==> src/rtl/md_sched_ctrl.sv <==
`default_nettype none
// ============================================================================
// Module   : md_sched_ctrl
// Purpose  : Sequencer for the M-extension multiply/divide resources. It
//            launches the fixed-latency multiplier or the iterative divider,
//            stalls the pipeline until the result exists, and presents a
//            one-cycle result-valid with write data. Divide-by-zero and
//            signed overflow resolve locally. A flush aborts work in flight.
// Ports    : clk, rst_n (sync, active-low)
//            de2ex_inst_valid_ffout, de2ex_MD_OP_ffout, md_funct3,
//            de2ex_rd_oprand1_ffout / de2ex_rd_oprand2_ffout  -- instruction
//            flush                                           -- kill
//            mul_result, div_done, div_quo, div_rem          -- unit results
//            ex2mul_start, ex2mul_op, ex2div_start,
//            ex2div_signed, div_kill                         -- unit control
//            md_stall, ex2mem_mulvalid, div2mem_divvalid,
//            md_wdata                                        -- pipeline side
// Config   : MD_DIV_REUSE_EN -- one-entry divide result reuse cache.
// Revision : 1.0 - initial release
// ============================================================================
module md_sched_ctrl #(
  parameter int MUL_LAT = 2
) (
  input  logic        clk,
  input  logic        rst_n,
  input  logic        de2ex_inst_valid_ffout,
  input  logic        de2ex_MD_OP_ffout,
  input  logic [2:0]  md_funct3,
  input  logic [31:0] de2ex_rd_oprand1_ffout,
  input  logic [31:0] de2ex_rd_oprand2_ffout,
  input  logic        flush,
  input  logic [31:0] mul_result,
  input  logic        div_done,
  input  logic [31:0] div_quo,
  input  logic [31:0] div_rem,
  output logic        ex2mul_start,
  output logic [1:0]  ex2mul_op,
  output logic        ex2div_start,
  output logic        ex2div_signed,
  output logic        div_kill,
  output logic        md_stall,
  output logic        ex2mem_mulvalid,
  output logic        div2mem_divvalid,
  output logic [31:0] md_wdata
);

  typedef enum logic [1:0] {
    IDLE     = 2'd0,
    MUL_WAIT = 2'd1,
    DIV_WAIT = 2'd2,
    DONE     = 2'd3
  } state_t;

  localparam logic [3:0] CNT_INIT = 4'(MUL_LAT - 1);

  state_t      state;
  logic [3:0]  cnt;
  logic [31:0] result;
  logic        res_is_div;
  logic        res_is_rem;

  logic        launch;
  logic        op_is_div;
  logic        op_signed;
  logic        op_is_rem;
  logic        div_by_zero;
  logic        div_ovf;
  logic        div_special;
  logic [31:0] special_res;
  logic        reuse_hit;
  logic [31:0] reuse_res;
  logic        done_ok;

  assign op_is_div   = md_funct3[2];
  assign op_signed   = ~md_funct3[0];
  assign op_is_rem   = md_funct3[1];
  assign div_by_zero = (de2ex_rd_oprand2_ffout == 32'h0);
  assign div_ovf     = op_signed & (de2ex_rd_oprand1_ffout == 32'h8000_0000) &
                       (de2ex_rd_oprand2_ffout == 32'hFFFF_FFFF);
  assign div_special = div_by_zero | div_ovf;

  // Zero divisor wins over overflow; the two cannot coincide anyway.
  assign special_res = div_by_zero ? (op_is_rem ? de2ex_rd_oprand1_ffout : 32'hFFFF_FFFF)
                                   : (op_is_rem ? 32'h0 : 32'h8000_0000);

`ifdef MD_DIV_REUSE_EN
  logic [31:0] op1_q;
  logic [31:0] op2_q;
  logic [31:0] cache_op1;
  logic [31:0] cache_op2;
  logic        cache_signed;
  logic [31:0] cache_quo;
  logic [31:0] cache_rem;
  logic        cache_valid;

  assign reuse_hit = cache_valid & (cache_op1 == de2ex_rd_oprand1_ffout) &
                     (cache_op2 == de2ex_rd_oprand2_ffout) & (cache_signed == op_signed);
  assign reuse_res = op_is_rem ? cache_rem : cache_quo;
`else
  assign reuse_hit = 1'b0;
  assign reuse_res = 32'h0;
`endif

  // rst_n gates the combinational pulses so a reset cycle never launches or kills.
  assign launch       = rst_n & (state == IDLE) & de2ex_inst_valid_ffout &
                        de2ex_MD_OP_ffout & ~flush;
  assign ex2mul_start = launch & ~op_is_div;
  assign ex2div_start = launch & op_is_div & ~div_special & ~reuse_hit;
  assign div_kill     = rst_n & (state == DIV_WAIT) & flush;
  assign md_stall     = launch | (state == MUL_WAIT) | (state == DIV_WAIT);

  assign done_ok          = rst_n & (state == DONE) & ~flush;
  assign ex2mem_mulvalid  = done_ok & ~res_is_div;
  assign div2mem_divvalid = done_ok & res_is_div;
  assign md_wdata         = done_ok ? result : 32'h0;

  always_ff @(posedge clk) begin
    if (!rst_n) begin
      state         <= IDLE;
      cnt           <= 4'h0;
      result        <= 32'h0;
      res_is_div    <= 1'b0;
      res_is_rem    <= 1'b0;
      ex2mul_op     <= 2'b00;
      ex2div_signed <= 1'b0;
`ifdef MD_DIV_REUSE_EN
      op1_q         <= 32'h0;
      op2_q         <= 32'h0;
      cache_op1     <= 32'h0;
      cache_op2     <= 32'h0;
      cache_signed  <= 1'b0;
      cache_quo     <= 32'h0;
      cache_rem     <= 32'h0;
      cache_valid   <= 1'b0;
`endif
    end else begin
      case (state)
        IDLE: begin
          if (launch) begin
            res_is_div <= op_is_div;
            res_is_rem <= op_is_rem;
            if (!op_is_div) begin
              ex2mul_op <= md_funct3[1:0];
              cnt       <= CNT_INIT;
              state     <= MUL_WAIT;
            end else if (div_special) begin
              result <= special_res;
              state  <= DONE;
            end else if (reuse_hit) begin
              result <= reuse_res;
              state  <= DONE;
            end else begin
              ex2div_signed <= op_signed;
`ifdef MD_DIV_REUSE_EN
              op1_q <= de2ex_rd_oprand1_ffout;
              op2_q <= de2ex_rd_oprand2_ffout;
`endif
              state <= DIV_WAIT;
            end
          end
        end
        MUL_WAIT: begin
          if (flush) begin
            state <= IDLE;
          end else if (cnt == 4'h0) begin
            result <= mul_result;
            state  <= DONE;
          end else begin
            cnt <= cnt - 4'h1;
          end
        end
        DIV_WAIT: begin
          // Flush beats a same-cycle div_done: the result is dropped.
          if (flush) begin
            state <= IDLE;
`ifdef MD_DIV_REUSE_EN
            cache_valid <= 1'b0;
`endif
          end else if (div_done) begin
            result <= res_is_rem ? div_rem : div_quo;
            state  <= DONE;
`ifdef MD_DIV_REUSE_EN
            cache_op1    <= op1_q;
            cache_op2    <= op2_q;
            cache_signed <= ex2div_signed;
            cache_quo    <= div_quo;
            cache_rem    <= div_rem;
            cache_valid  <= 1'b1;
`endif
          end
        end
        default: begin
          // DONE never launches, so the retiring instruction is not re-issued.
          state <= IDLE;
        end
      endcase
    end
  end

endmodule
`default_nettype wire

==> config.mk <==
export PLATFORM = sky130hd
export DESIGN_NAME = md_sched_ctrl
export DESIGN_NICKNAME = d
export VERILOG_FILES = /design/src/rtl/md_sched_ctrl.sv
export SDC_FILE = /design/constraint.sdc
export NUM_CORES = 1
export LEC_CHECK = 0
export CORE_ASPECT_RATIO = 1.4
export CORE_MARGIN = 3
export CORE_UTILIZATION = 40
export DETAILED_ROUTE_END_ITERATION = 8
export PLACE_DENSITY = 0.89
export SYNTH_ARGS = -nofsm -noshare
export SYNTH_HDL_FRONTEND = slang
export SYNTH_SLANG_ARGS = --single-unit
==> constraint.sdc <==
create_clock -name clk -period 3.65 [get_ports clk]
set_clock_uncertainty 0.15 [all_clocks]
set_input_delay 0.73 -clock clk [delete_from_list [all_inputs] [get_ports clk]]
set_output_delay 0.73 -clock clk [all_outputs]
set_load 0.01 [all_outputs]
==> flow_summary_export.csv <==
group,metric,value,unit
clock_tree,h-tree-depth,2,
die,die_y,116,um
routing,drt-initial-drc-count,266,
routing,first_pass_iters,4,
synthesis,synth_fp_nets,598,
routing,routed-via-count,4359,
clock_tree,cts.sinks,43,
grt,antenna_found_initial,0,
grt,grtUsageMet1,0.312,
routing,drc,0,
synthesis,yosys.area.top_type,"dfxtp_1",
final_layout,nNetsFinal,807,
synthesis,synth_common_cells,"nand2_1, dfxtp_1, clkbuf_1",
clock_tree,path_clk_slew,0.06,ns
die,fp.dieW,84.8,um
final_layout,final_cell_area,0.00605,sq mm
synthesis,synth_cells,423,
critical_path,path_cells,"clkdlybuf4s50_1 -> nor4_2 -> nand2_1 -> or4_4 -> o211ai_1 -> buf_4 -> buf_4 -> buf_4 -> buf_4 -> buf_4 -> buf_4 -> buf_4 -> buf_4 -> buf_4 -> buf_4 -> buf_4 -> o221a_2",
synthesis,syn_area,0.00348,sq mm
synthesis,post-synth-top-count-cell,"nand2_1",
die,initial_core_util,0.419,
sta,max_slew_margin,0.380,
sta,fin_crit,3.59,ns
grt,use_met2,0.520,
grt,grt.busiest_layer,"met2",
synthesis,synth_edf_count,0,
synthesis,ys_async_sr_fraction,0,
critical_path,crit_path_frequent_cell,"buf_4",
routing,postRouteAntennaNets,0,
placement,dpl.hpwl,10.8,mm
power_and_ir_drop,pwr_density_cell,333,mW/mm^2
final_layout,area_growth,73.9,%
grt,grt_pass1_vias,4504,
grt,grt_max_degree,41,
sta,finalSetupViolCount,0,
grt,use_met3,0.0572,
synthesis,yosysWarnings,0,
synthesis,yosysUniqueCellTypes,40,
final_layout,drive_gt1_frac,0.153,
placement,dp_worst_setup_slack,-0.618,ns
critical_path,arrival,3.67,ns
clock_tree,cts_made_buffers,5,
clock_tree,clock_latency,0.29,ns
clock_tree,ctsHoldBuffers,0,
critical_path,crit_path_max_fanout,2,
grt,grt_util_all_layers,0.282,
placement,postPlaceCellArea,0.00574,sq mm
synthesis,synth.avg_cell_area,8.22,sq um
min_path,hold_class,"flop to flop",
die,die_area,0.00987,sq mm
critical_path,crit_required,3.73,ns
sta,hold_violations,0,
grt,grt_overflow_total,0,
placement,gp_congestion,0.914,
power_and_ir_drop,peakVddDrop,0.277,mV
sta,tightest_slew,0.928,ns
clock_tree,clockBufferDepth,2,
run,drv_cap,0,
sta,timing_max_transition_violations_final,0,
synthesis,yosysTopAreaCellShare,0.247,
critical_path,cp_slowest_stage_delay,0.54,ns
placement,portBuffers,209,
synthesis,ys_seq_area_frac,0.247,
routing,vias_per_cell,5.93,
final_layout,final_util,0.729,
routing,wl_per_cell,19.3,um
clock_tree,cts_tree,"built",
routing,drt_wl_total,14.2,mm
critical_path,crit_path_top_delay_cell,"or4_4",
sta,max_clock_freq,279,MHz
final_layout,antenna_cells,0,
sta,post-route-period-util,0.983,
critical_path,cp-end-kind,"flop",
power_and_ir_drop,p_leak,2.58,nW
status,status,"complete, no violations",
critical_path,worstSetupPathType,"input port to flop",
die,coreArea,0.00830,sq mm
critical_path,setup.worst_path.start_class,"input port",
grt,grt_pass1_wl,22.3,mm
sta,setup_slack,0.0638,ns
final_layout,fin_cells,735,
placement,dp.cells,717,
synthesis,yosys-top-cells-area,"dfxtp_1, mux2_2, o211a_1",
synthesis,synth_ff_type,"dfxtp_1",
clock_tree,cts-root-buf,"clkbuf_16",
die,num_rows,39,
die,io_pins,210,
synthesis,ys_seq_elements,43,
state kept, by name (all words and copies together), names as in the netlist:
signal         cells
ex2div_signed      1
res_is_div         1
ex2mul_op          2
result            32
state              2
res_is_rem         1
cnt                4
routing by layer:
metal  share of wire  wire length [um]
met3           0.067               959
met2            0.53              7490
met1            0.37              5240
met4           0.037               526
met5               0                 0
cells by family after synthesis:
family	count (synthesis)	synth area share
adders and majority gates	6	0.0216
AOI/OAI and AO/OA	146	0.332
buffers and inverters	52	0.0608
DFF	43	0.247
muxes	35	0.112
and+or+nand+nor	141	0.226
critical path: cells and delay by family:
kind / cells / cell delay, ns
AND/OR/NAND/NOR: 3 / 1.00
AO/OA/AOI/OAI: 2 / 0.40
buffers and inverters: 12 / 1.53
final timing paths:
| path | from | end | slack, ns | cells after the start |
|---|---|---|---|---|
| setup / recovery | de2ex_rd_oprand1_ffout[17] | ex2div_signed$_SDFFE_PN0P_ | 0.06 | 17 |
| hold / removal | result[31]$_SDFFE_PN0P_ | result[31]$_SDFFE_PN0P_ | 0.31 | 2 |
| setup reg to reg | state[0]$_SDFFE_PN0P_ | cnt[2]$_SDFFE_PN0P_ | 1.01 | 9 |
| hold reg to reg | result[31]$_SDFFE_PN0P_ | result[31]$_SDFFE_PN0P_ | 0.31 | 2 |
placed cells by master (no fill, tap or decap), types with 4 or more instances in the layout:
cell             count
and2_1              34
clkdlybuf4s50_1    193
nor2_1               5
nand2_1             44
nor2b_1              6
o211a_1             31
dfxtp_1             43
mux2_2              32
o221ai_1            31
nand4_1              9
inv_1                8
a22o_1              32
nor4_1              12
buf_4               36
a21oi_1              4
dlymetal6s2s_1      10
ha_1                 5
nor3_1               6
clkbuf_16            5
o21ai_0             36
nand3_1              4
where the power goes:
part | switching [mW] | internal, mW
Clock | 0.191 | 0.341
Combinational | 0.490 | 0.452
Sequential | 0.0284 | 0.512
Total | 0.709 | 1.30
area by class of cell:
type                            instances  area [sq um]
Tap cell                              102           128
Clock inverter                          2          35.0
Clock buffer                            6           139
Fill cell                             632          2250
Sequential cell                        43           861
Inverter                                8          30.0
Timing Repair Buffer                  246          2390
Multi-Input combinational cell        328          2460
per-stage QoR:
stage	total power [mW]	setup TNS (ns)	hold slack, ns
3_3_place_gp	1.44	-3.39	0.296
6_report	2.01	0	0.312
5_1_grt	2.13	-0.00920	0.356
2_1_floorplan	1.10	0	0.281
4_1_cts	2.00	0	0.315
3_5_place_dp	1.46	-4.88	0.305
what timing repair did:
item,in CTS,in global routing
setup buffers,11,0
pin swaps,3,6
gates cloned,0,0
gates resized for setup,13,15
hold endpoints to repair,0,0
setup endpoints to repair,1,3
(Power assumes the default switching activity.)
